File: src/rtl/seg_pkg.sv
// Shared widths, anode encodings and digit-bundle type for the 4-digit
// multiplexed 7-segment scan path.
package seg_pkg;
  localparam int NUM_DIGITS = 4;
  localparam int DIGIT_W    = 4;
  localparam int SEL_W      = 2;

  localparam logic [NUM_DIGITS-1:0] ANODE_OFF = 4'b1111;

  // Indexed by select: entry 0 lights the ones digit.
  localparam logic [NUM_DIGITS-1:0][NUM_DIGITS-1:0] ANODE_SEL =
    {4'b0111, 4'b1011, 4'b1101, 4'b1110};

  // Element 0 = ones ... element 3 = thousand.
  typedef logic [NUM_DIGITS-1:0][DIGIT_W-1:0] digits_t;
endpackage

File: src/rtl/seg_digit_sel.sv
// Combinational 4:1 nibble selector with leading-zero blanking decode.
module seg_digit_sel
  import seg_pkg::*;
(
  input  digits_t               disp,
  input  logic [SEL_W-1:0]      sel,
  input  logic                  blank_en,
  output logic [DIGIT_W-1:0]    digit,
  output logic [NUM_DIGITS-1:0] anode
);

  logic [NUM_DIGITS-1:0] blanked;

  // A digit is a leading zero when it and every more-significant digit are 0;
  // the ones position is always shown.
  for (genvar g = 0; g < NUM_DIGITS; g++) begin : g_blank
    if (g == 0) begin : g_ones
      assign blanked[g] = 1'b0;
    end else if (g == NUM_DIGITS-1) begin : g_top
      assign blanked[g] = (disp[g] == '0);
    end else begin : g_mid
      assign blanked[g] = (disp[g] == '0) & blanked[g+1];
    end
  end

  always_comb begin
    digit = disp[sel];
    anode = ANODE_SEL[sel];
    if (blank_en && blanked[sel]) anode = ANODE_OFF;
  end

endmodule

File: src/rtl/seg_scan_controller.sv
// Digit scan controller: prescaled 2-bit select, staged digit load committed
// on frame boundaries, and leading-zero blanking toward the segment decoder.
module seg_scan_controller
  import seg_pkg::*;
#(
  parameter int   CLK_DIV       = 100000,
  parameter logic BLANK_DEFAULT = 1'b0
) (
  input  logic       clk,
  input  logic       reset,
  input  logic       load,
  input  logic [3:0] ones,
  input  logic [3:0] tens,
  input  logic [3:0] hundred,
  input  logic [3:0] thousand,
  input  logic       blank_lz,
  output logic [1:0] control,
  output logic [3:0] digit,
  output logic [3:0] anode,
  output logic       pending,
  output logic       frame_done
);

  localparam int             CNT_W   = $clog2(CLK_DIV);
  localparam logic [CNT_W-1:0] CNT_MAX = CNT_W'(CLK_DIV - 1);

  logic [CNT_W-1:0] cnt;
  logic             tick;
  logic             commit;
  logic             blank_en;
  digits_t          disp;
  digits_t          stg;

  assign tick   = (cnt == CNT_MAX);
  // Commit only as the thousand slot ends, so a whole frame shows one value.
  assign commit = tick && (control == 2'd3) && pending;

  always_ff @(posedge clk) begin
    if (reset) begin
      cnt        <= '0;
      control    <= '0;
      disp       <= '0;
      stg        <= '0;
      pending    <= 1'b0;
      frame_done <= 1'b0;
      blank_en   <= BLANK_DEFAULT;
    end else begin
      cnt        <= tick ? '0 : cnt + 1'b1;
      blank_en   <= blank_lz;
      frame_done <= commit;
      if (tick)   control <= control + 1'b1;
      if (commit) disp    <= stg;
      // A load coinciding with a commit stages the new value for the next frame.
      if (load) begin
        stg     <= {thousand, hundred, tens, ones};
        pending <= 1'b1;
      end else if (commit) begin
        pending <= 1'b0;
      end
    end
  end

  seg_digit_sel u_sel (
    .disp     (disp),
    .sel      (control),
    .blank_en (blank_en),
    .digit    (digit),
    .anode    (anode)
  );

endmodule

File: config.mk
export PLATFORM = sky130hd
export DESIGN_NAME = seg_scan_controller
export DESIGN_NICKNAME = d
export VERILOG_FILES = /design/src/rtl/seg_pkg.sv /design/src/rtl/seg_digit_sel.sv /design/src/rtl/seg_scan_controller.sv
export SDC_FILE = /design/constraint.sdc
export NUM_CORES = 1
export LEC_CHECK = 0
export ABC_AREA = 1
export CAP_MARGIN = 10
export CORE_AREA = 2 2 77 79
export CTS_BUF_LIST = sky130_fd_sc_hd__clkbuf_4 sky130_fd_sc_hd__clkbuf_8 sky130_fd_sc_hd__clkbuf_16
export CTS_CLUSTER_DIAMETER = 60
export CTS_CLUSTER_SIZE = 12
export DETAILED_ROUTE_END_ITERATION = 12
export DIE_AREA = 0 0 79 81
export PLACE_DENSITY = 0.75
export SLEW_MARGIN = 10
export SYNTH_ARGS = -nofsm -noshare
export SYNTH_HDL_FRONTEND = slang
export SYNTH_SLANG_ARGS = --single-unit
export TNS_END_PERCENT = 20
File: constraint.sdc
create_clock -name clk -period 2 [get_ports clk]
set_input_delay 0.2 -clock clk [delete_from_list [all_inputs] [get_ports clk]]
set_output_delay 0.2 -clock clk [all_outputs]
set_load 0.05 [all_outputs]
==> impl_metrics.json, run 1 <==
{
  "grt_pass1_wl_mm": 8.859,
  "cts_tree": "done",
  "ys_top_cells_by_count": "89 x nor2_1, 68 x nand2_1, 54 x dfxtp_1",
  "yosysMostFrequentCell": "nor2_1",
  "chipHeight_um": 81,
  "p_int_mw": 1.693,
  "maxCapViolCount": 0,
  "clock_latency_ps": 310,
  "hp-class": "in2reg",
  "nFillCells": 539,
  "ctsHoldBuffers": 0,
  "die_area_um2": 6399,
  "design_power_total_mw": 2.113,
  "slew_headroom": 0.6539,
  "setup_viol": 0,
  "dr.pass1.iters": 4,
  "core_um2": 5675,
  "synth_area_leaders": "dfxtp_1 45%, nor2_1 14%, nand2_1 11%",
  "hpwlAfterDp_mm": 3.508,
  "powerDensity_nw_per_um2": 692.0,
  "multi_input_area_um2": 1160,
  "die_w_um": 79,
  "path_buf_inv": 2,
  "seqCellArea_um2": 1085,
  "gp_congestion": 0.8483,
  "pwr-share-comb": 0.053,
  "syn_area_um2": 2429,
  "power.share.sequential": 0.530,
  "place_area_um2": 2875,
  "start_util": 0.4279,
  "portBuffers": 31,
  "grt_setup_unrepaired": "no",
  "synth_ff_type": "dfxtp_1",
  "worstPathRequired_ps": 1800,
  "diodes": 0,
  "numPlacedInstances": 442,
  "cts_max_path_buffers": 2,
  "hold_violations": 0,
  "io_pins": 32,
  "critPathMaxFanout": 12,
  "crit_path_cell_trace": "inv_2, o21ai_0, o211ai_1, nand2_1, buf_12",
  "cp_slowest_cell": "dfxtp_1",
  "synth_cell_types": 31,
  "tightest_slew_ps": 517.5,
  "crit_path_end_kind": "output port",
  "crit_type": "reg2out",
  "clk_pin_slew_ps": 90,
  "netlist.area_leader.share": 0.4451,
  "yosysWarnings": 0,
  "area_growth_pct": 25.71,
  "synth.avg_cell_area_um2": 7.060,
  "finalCriticalPeriod_ps": 1858,
  "antenna_found_initial": 0,
  "cp_slowest_stage_delay_ps": 460,
  "drt_iter0_drc": 143,
  "cts_max_level": 2,
  "synth_nets": 369,
  "synthArstFlopShare": 0,
  "ys_seq_elements": 54,
  "min_period_over_period": 0.9289,
  "synth_area_leader_cell": "dfxtp_1",
  "cts_buffers": 5,
  "clk_root_buffer_cell": "clkbuf_8",
  "instances_no_fill": 454,
  "overflow": 0,
  "layout.nets": 403,
  "leakage_nw": 1.360,
  "post-route-drc-count": 0,
  "grt_pass1_vias": 2052,
  "clock_power_share": 0.416,
  "arrival_ps": 1660,
  "status": "complete, no violations",
  "clock_skew_ps": 8.113,
  "fin_util": 0.5379,
  "swShare": 0.1985,
  "cp_top_family": "flip-flops",
  "drt_wl_total_mm": 5.105,
  "switching_power_mw": 0.4194,
  "fmax_mhz": 538.3,
  "slew_viol_final": 0,
  "grtUsageTotal": 0.1746,
  "design_area_um2": 3053,
  "final_antenna_net_count": 0,
  "grt_max_degree": 32,
  "drive_gt1_frac": 0.1055,
  "vias_per_cell": 4.824,
  "syn_inst": 344,
  "synth_edf_count": 0,
  "start_kind": "register",
  "ys_seq_area_frac": 0.4451,
  "wl_per_cell_um": 11.24,
  "via_count": 2190,
  "clock-sinks": 54,
  "num_rows": 28,
  "peakVddDrop_mv": 0.4280
}
## metal layers
metal  track usage  vias to the layer above  wire (µm)
li1              -                     1136          -
met1        0.2058                      968       2342
met2        0.3042                       74       2345
met3       0.03778                       12        304
met4       0.08103                        0        112
met5             0                        -          0
## sequential cells by signal, summed over array words and instances, names as in the netlist
register,cells
blank_en,1
disp,16
pending,1
stg,16
frame_done,1
control,2
cnt,17
## path summary, 6_finish.rpt
path                                         startpoint                   to  slack [ps]  cells past startpoint
worst max-delay path            control[1]$_SDFFE_PP0N_             anode[2]         140                      5
worst min-delay path                           blank_lz  blank_en$_SDFF_PP0_         420                      3
worst max register to register        cnt[0]$_SDFF_PP0_   cnt[14]$_SDFF_PP0_         270                     10
worst min register to register        cnt[0]$_SDFF_PP0_    cnt[0]$_SDFF_PP0_         460                      1
## layout by cell type, fill, tap and decap left out, types with 2 or more instances in the layout
cell type        netlist  layout
clkbuf_8               0       6
nand2_1               68      68
nor3_2                 2       2
nand4_1                3       3
xor2_1                 6       6
buf_12                 0       7
xnor2_1                3       3
nor3_1                 2       2
o21ai_0               23      23
buf_4                  1       7
a21oi_2                0       2
nor2_2                 2       2
ha_1                   5       5
nand3_1               10      10
dfxtp_1               54      53
bufinv_16              0       2
nand3_2                2       2
a21oi_1               17      15
o211ai_1               2       2
inv_1                 34      32
nor2_1                89      89
clkdlybuf4s50_1        0      23
inv_2                  1       2
## area by class of cell
type                       instances  area share
clock buffer                       6     0.02705
clock inverter                     2     0.01967
inverter                          37     0.04713
multi-input combinational        242      0.3799
sequential                        54      0.3553
tap                               75     0.03074
timing repair buffer              38      0.1402
## power by group through the flow
stage / Clock (mW) / Sequential, mW / Combinational (mW)
2_1_floorplan: 0 / 1.15 / 0.0546
3_3_place_gp: 0 / 1.15 / 0.111
3_5_place_dp: 0 / 1.15 / 0.113
4_1_cts: 0.891 / 1.12 / 0.114
5_1_grt: 0.944 / 1.12 / 0.129
6_report: 0.880 / 1.12 / 0.113
## logic make-up after synthesis
kind of cell,count (synthesis),share of synthesized area
DFF,54,0.4451
xor gates and xnor gates,9,0.03246
adders and majority gates,5,0.02576
AOI/OAI and AO/OA,44,0.09325
buffers and inverters,48,0.08037
and+or+nand+nor,184,0.3230
## repair_timing
| action | in CTS | in global routing |
|---|---|---|
| endpoints found under the setup margin | 5 | 4 |
| gates resized for setup | 1 | 3 |
| endpoints found under the hold margin | 0 | 0 |
| buffers inserted | 0 | 4 |
## stage by stage
stage | hold slack, ps | setup TNS [ps] | setup slack, ps
after floorplan | 269.1 | -290.4 | -183.2
after global placement | 431.4 | 0 | 341.6
after detailed placement | 443.9 | 0 | 266.9
after CTS | 417.4 | 0 | 77.30
after global routing | 419.8 | 0 | 25.37
final | 418.0 | 0 | 142.2
## tightest hold or removal path: stages
cell             delay (ps)
clkdlybuf4s50_1         400
inv_1                    50
nor2_1                   30
(Power assumes the default switching activity.)
==> run 2, diff against run 1 <==
--- a/config.mk
+++ b/config.mk
@@ -14,6 +14,7 @@
 export DETAILED_ROUTE_END_ITERATION = 12
 export DIE_AREA = 0 0 79 81
 export PLACE_DENSITY = 0.75
+export SKIP_CTS_REPAIR_TIMING = 1
 export SLEW_MARGIN = 10
 export SYNTH_ARGS = -nofsm -noshare
 export SYNTH_HDL_FRONTEND = slang
==> impl_metrics.json, run 2 (synthesis results as in run 1) <==
{
  "hold_violations": 0,
  "place_area_um2": 2875,
  "gp_congestion": 0.8483,
  "die_w_um": 79,
  "clock-sinks": 54,
  "powerDensity_nw_per_um2": 693.0,
  "cts_buffers": 5,
  "layout_commonest_cell": "nor2_1",
  "crit_type": "reg2out",
  "start_kind": "register",
  "fin_util": 0.5379,
  "final_cell_mix": "89 x nor2_1, 68 x nand2_1, 53 x dfxtp_1, 32 x inv_1",
  "clk_root_buffer_cell": "clkbuf_8",
  "wl_per_cell_um": 11.16,
  "min_period_over_period": 0.9081,
  "slew_viol_final": 0,
  "regMostFlops": "cnt",
  "diodes": 0,
  "hpwlAfterDp_mm": 3.508,
  "die_area_um2": 6399,
  "maxCapViolCount": 0,
  "final_antenna_net_count": 0,
  "antenna_found_initial": 0,
  "grt_setup_unrepaired": "no",
  "slew_headroom": 0.6564,
  "rr_worst_depth": 10,
  "layout.nets": 403,
  "chipHeight_um": 81,
  "crit_cells": 1,
  "drt_wl_total_mm": 5.066,
  "worstPathRequired_ps": 1800,
  "status": "complete, no violations",
  "crit_path_end_kind": "output port",
  "nFillCells": 538,
  "instances_no_fill": 454,
  "core_um2": 5675,
  "hp-class": "in2reg",
  "grtUsageTotal": 0.1748,
  "crit_path_cell_trace": "clkdlybuf4s50_1",
  "dr.pass1.iters": 4,
  "design_power_total_mw": 2.116,
  "io_pins": 32,
  "path_buf_inv": 1,
  "setup_viol": 0,
  "peakVddDrop_mv": 0.4307,
  "num_rows": 28,
  "arrival_ps": 1620,
  "fmax_mhz": 550.6,
  "drt_iter0_drc": 140,
  "hold_depth": 3,
  "tightest_slew_ps": 513.8,
  "cp_slowest_cell": "clkdlybuf4s50_1",
  "finalCriticalPeriod_ps": 1816,
  "cp_slowest_stage_delay_ps": 850,
  "cts_max_path_buffers": 2,
  "design_area_um2": 3053,
  "largest_reg_flops": 17,
  "clock_latency_ps": 310,
  "grt_max_degree": 32,
  "vias_per_cell": 4.729,
  "start_util": 0.4279,
  "final.setup.tns_ps": 0,
  "leakage_nw": 1.357,
  "portBuffers": 31,
  "post-route-drc-count": 0,
  "numPlacedInstances": 442,
  "critPathMaxFanout": 4,
  "grt_pass1_vias": 2047,
  "cp_top_family": "buffers and inverters",
  "via_count": 2147,
  "top_regs": "cnt x17, disp x16, stg x16",
  "cts_max_level": 2,
  "drive_gt1_frac": 0.1055,
  "grt_pass1_wl_mm": 8.873,
  "overflow": 0,
  "cts_tree": "done",
  "clk_pin_slew_ps": 90,
  "area_growth_pct": 25.71,
  "clock_skew_ps": 7.540
}
## run 2: cell types whose count changed in the layout (fill, tap and decap cells not counted)
cell and delta:
clkinvlp_2 +1, clkbuf_2 -1
## run 2: area by class of cell
cell class	instances	area, µm²	share of cell area
Sequential cell	54	1085	0.3553
Clock buffer	6	82.58	0.02705
Inverter	37	143.9	0.04713
Timing Repair Buffer	37	422.9	0.1385
Multi-Input combinational cell	242	1160	0.3799
Tap cell	75	93.84	0.03074
Timing Repair inverter	1	5.005	0.001639
Clock inverter	2	60.06	0.01967
## run 2: stage by stage
stage	setup slack, ps	hold slack [ps]
floorplan	-183.2	269.1
global placement	341.6	431.4
detailed placement	266.9	443.9
CTS	-81.84	417.4
global route	37.00	419.8
finish	183.8	418.9
## run 2: worst paths after layout
kind | to | slack (ps) | start
max | pending | 180 | pending$_SDFFE_PP0P_
min | blank_en$_SDFF_PP0_ | 420 | blank_lz
max reg2reg | cnt[14]$_SDFF_PP0_ | 270 | cnt[0]$_SDFF_PP0_
min reg2reg | cnt[0]$_SDFF_PP0_ | 460 | cnt[0]$_SDFF_PP0_
## run 2: metal layers
| layer | track usage | share of wire | up-vias |
|---|---|---|---|
| met4 | 0.08103 | 0.021 | 0 |
| li1 | - | - | 1138 |
| met1 | 0.2072 | 0.47 | 932 |
| met2 | 0.3034 | 0.45 | 67 |
| met5 | 0 | 0 | - |
| met3 | 0.03778 | 0.057 | 10 |
## run 2: power breakdown
group	switching (mW)	internal, mW	leakage [nW]
Clock	0.349	0.534	0.0714
Combinational	0.0557	0.0569	0.844
Sequential	0.0174	1.10	0.441
==> run 3, diff against run 2 <==
--- a/config.mk
+++ b/config.mk
@@ -13,10 +13,11 @@
 export CTS_CLUSTER_SIZE = 12
 export DETAILED_ROUTE_END_ITERATION = 12
 export DIE_AREA = 0 0 79 81
+export GPL_TIMING_DRIVEN = 0
 export PLACE_DENSITY = 0.75
 export SKIP_CTS_REPAIR_TIMING = 1
-export SLEW_MARGIN = 10
+export SLEW_MARGIN = 20
 export SYNTH_ARGS = -nofsm -noshare
 export SYNTH_HDL_FRONTEND = slang
 export SYNTH_SLANG_ARGS = --single-unit
-export TNS_END_PERCENT = 20
+export TNS_END_PERCENT = 1
==> impl_metrics.json, run 3 (synthesis results as in run 1) <==
{
  "critPathLaunch": "control[0]$_SDFFE_PP0N_",
  "io_pins": 32,
  "top_regs": "cnt x17, disp x16, stg x16",
  "numPlacedInstances": 450,
  "vias_per_cell": 4.568,
  "crit_path_end_kind": "output port",
  "tightest_slew_ps": 499.5,
  "grt_setup_unrepaired": "yes",
  "min_from": "blank_lz",
  "powerDensity_nw_per_um2": 635.9,
  "pwr-share-comb": 0.062,
  "num_rows": 28,
  "start_util": 0.4279,
  "clock_skew_ps": 12.74,
  "min_period_over_period": 0.9379,
  "switching_power_mw": 0.4381,
  "crit_type": "reg2out",
  "seqCellArea_um2": 1082,
  "clock_power_share": 0.332,
  "fin_util": 0.5137,
  "drt_wl_total_mm": 4.794,
  "multi_input_area_um2": 1160,
  "grt_pass1_wl_mm": 8.404,
  "cts_max_path_buffers": 2,
  "die_area_um2": 6399,
  "cts_max_level": 2,
  "gp_congestion": 0.8179,
  "finalCriticalPeriod_ps": 1876,
  "p_int_mw": 1.416,
  "chipHeight_um": 81,
  "fmax_mhz": 533.1,
  "cts_tree": "done",
  "final_antenna_net_count": 0,
  "clock-sinks": 54,
  "antenna_found_initial": 0,
  "setup_viol": 0,
  "wl_per_cell_um": 10.47,
  "cts_buffers": 5,
  "area_growth_pct": 20.04,
  "core_um2": 5675,
  "drive_gt1_frac": 0.09922,
  "layout_commonest_cell": "nor2_1",
  "instances_no_fill": 458,
  "maxCapViolCount": 0,
  "worstPathRequired_ps": 1800,
  "diodes": 0,
  "leakage_nw": 1.307,
  "status": "complete, no violations",
  "design_power_total_mw": 1.854,
  "slew_viol_final": 0,
  "final.setup.tns_ps": 0,
  "timing.rr.start": "cnt[0]$_SDFF_PP0_",
  "final_cell_mix": "89 x nor2_1, 68 x nand2_1, 53 x dfxtp_1, 34 x inv_1, 23 x clkdlybuf4s50_1",
  "power.share.sequential": 0.605,
  "regMostFlops": "cnt",
  "grtUsageTotal": 0.1628,
  "clk_root_buffer_cell": "clkbuf_8",
  "dp_slack_ps": -525.8,
  "portBuffers": 31,
  "grt_max_degree": 19,
  "slew_headroom": 0.6670,
  "fin_ws_ps": 124.2,
  "hpwlAfterDp_mm": 3.611,
  "layout.nets": 407,
  "arrival_ps": 1680,
  "peakVddDrop_mv": 0.3959,
  "dr.pass1.iters": 4,
  "critPathMaxFanout": 8,
  "clk_pin_slew_ps": 100,
  "swShare": 0.2363,
  "post-route-drc-count": 0,
  "die_w_um": 79,
  "clock_latency_ps": 310,
  "hp-class": "in2reg",
  "drt_iter0_drc": 94,
  "overflow": 0,
  "largest_reg_flops": 17,
  "start_kind": "register",
  "hold_violations": 0,
  "nFillCells": 600,
  "grt_pass1_vias": 1925,
  "via_count": 2092
}
## run 3: worst paths after layout
| check | cells after the start | slack, ps | endpoint |
|---|---|---|---|
| worst max-delay path | 6 | 120 | anode[2] |
| worst min-delay path | 3 | 440 | blank_en$_SDFF_PP0_ |
| worst max register to register | 9 | 350 | cnt[5]$_SDFF_PP0_ |
| worst min register to register | 1 | 450 | cnt[0]$_SDFF_PP0_ |
## run 3: metrics by stage
stage	hold slack (ps)	instance area, µm²
3_3_place_gp	430.0	2840
6_report	441.7	2915
3_5_place_dp	439.6	2840
2_1_floorplan	269.1	2436
4_1_cts	437.4	2935
5_1_grt	467.1	2915
## run 3: cell type report
type / instances / share of cell area
buffer: 11 / 0.02189
inverter: 37 / 0.04807
multi-input combinational: 242 / 0.3979
clock inverter: 3 / 0.009013
timing repair buffer: 31 / 0.09614
tap: 75 / 0.03219
sequential: 54 / 0.3712
clock buffer: 5 / 0.02361
## run 3: critical path: stages (launching register included)
cell and delay, ps:
dfxtp_2 370, clkbuf_4 190, nand2_1 80, nor4_1 230
o211ai_1 180, nand2_1 100, clkbuf_4 220
## run 3: per-layer routing
layer,wire (µm),up-vias,track usage
met3,173,2,0.03000
met4,33,0,0.04828
met1,2404,908,0.2109
li1,-,1147,-
met2,2182,35,0.2780
met5,0,-,0
## run 3: power groups by stage
stage	clock network, mW	registers, mW	logic, mW
floorplan	0	1.15	0.0546
global placement	0	1.15	0.113
detailed placement	0	1.15	0.115
CTS	0.635	1.12	0.116
global route	0.676	1.13	0.130
finish	0.616	1.12	0.116
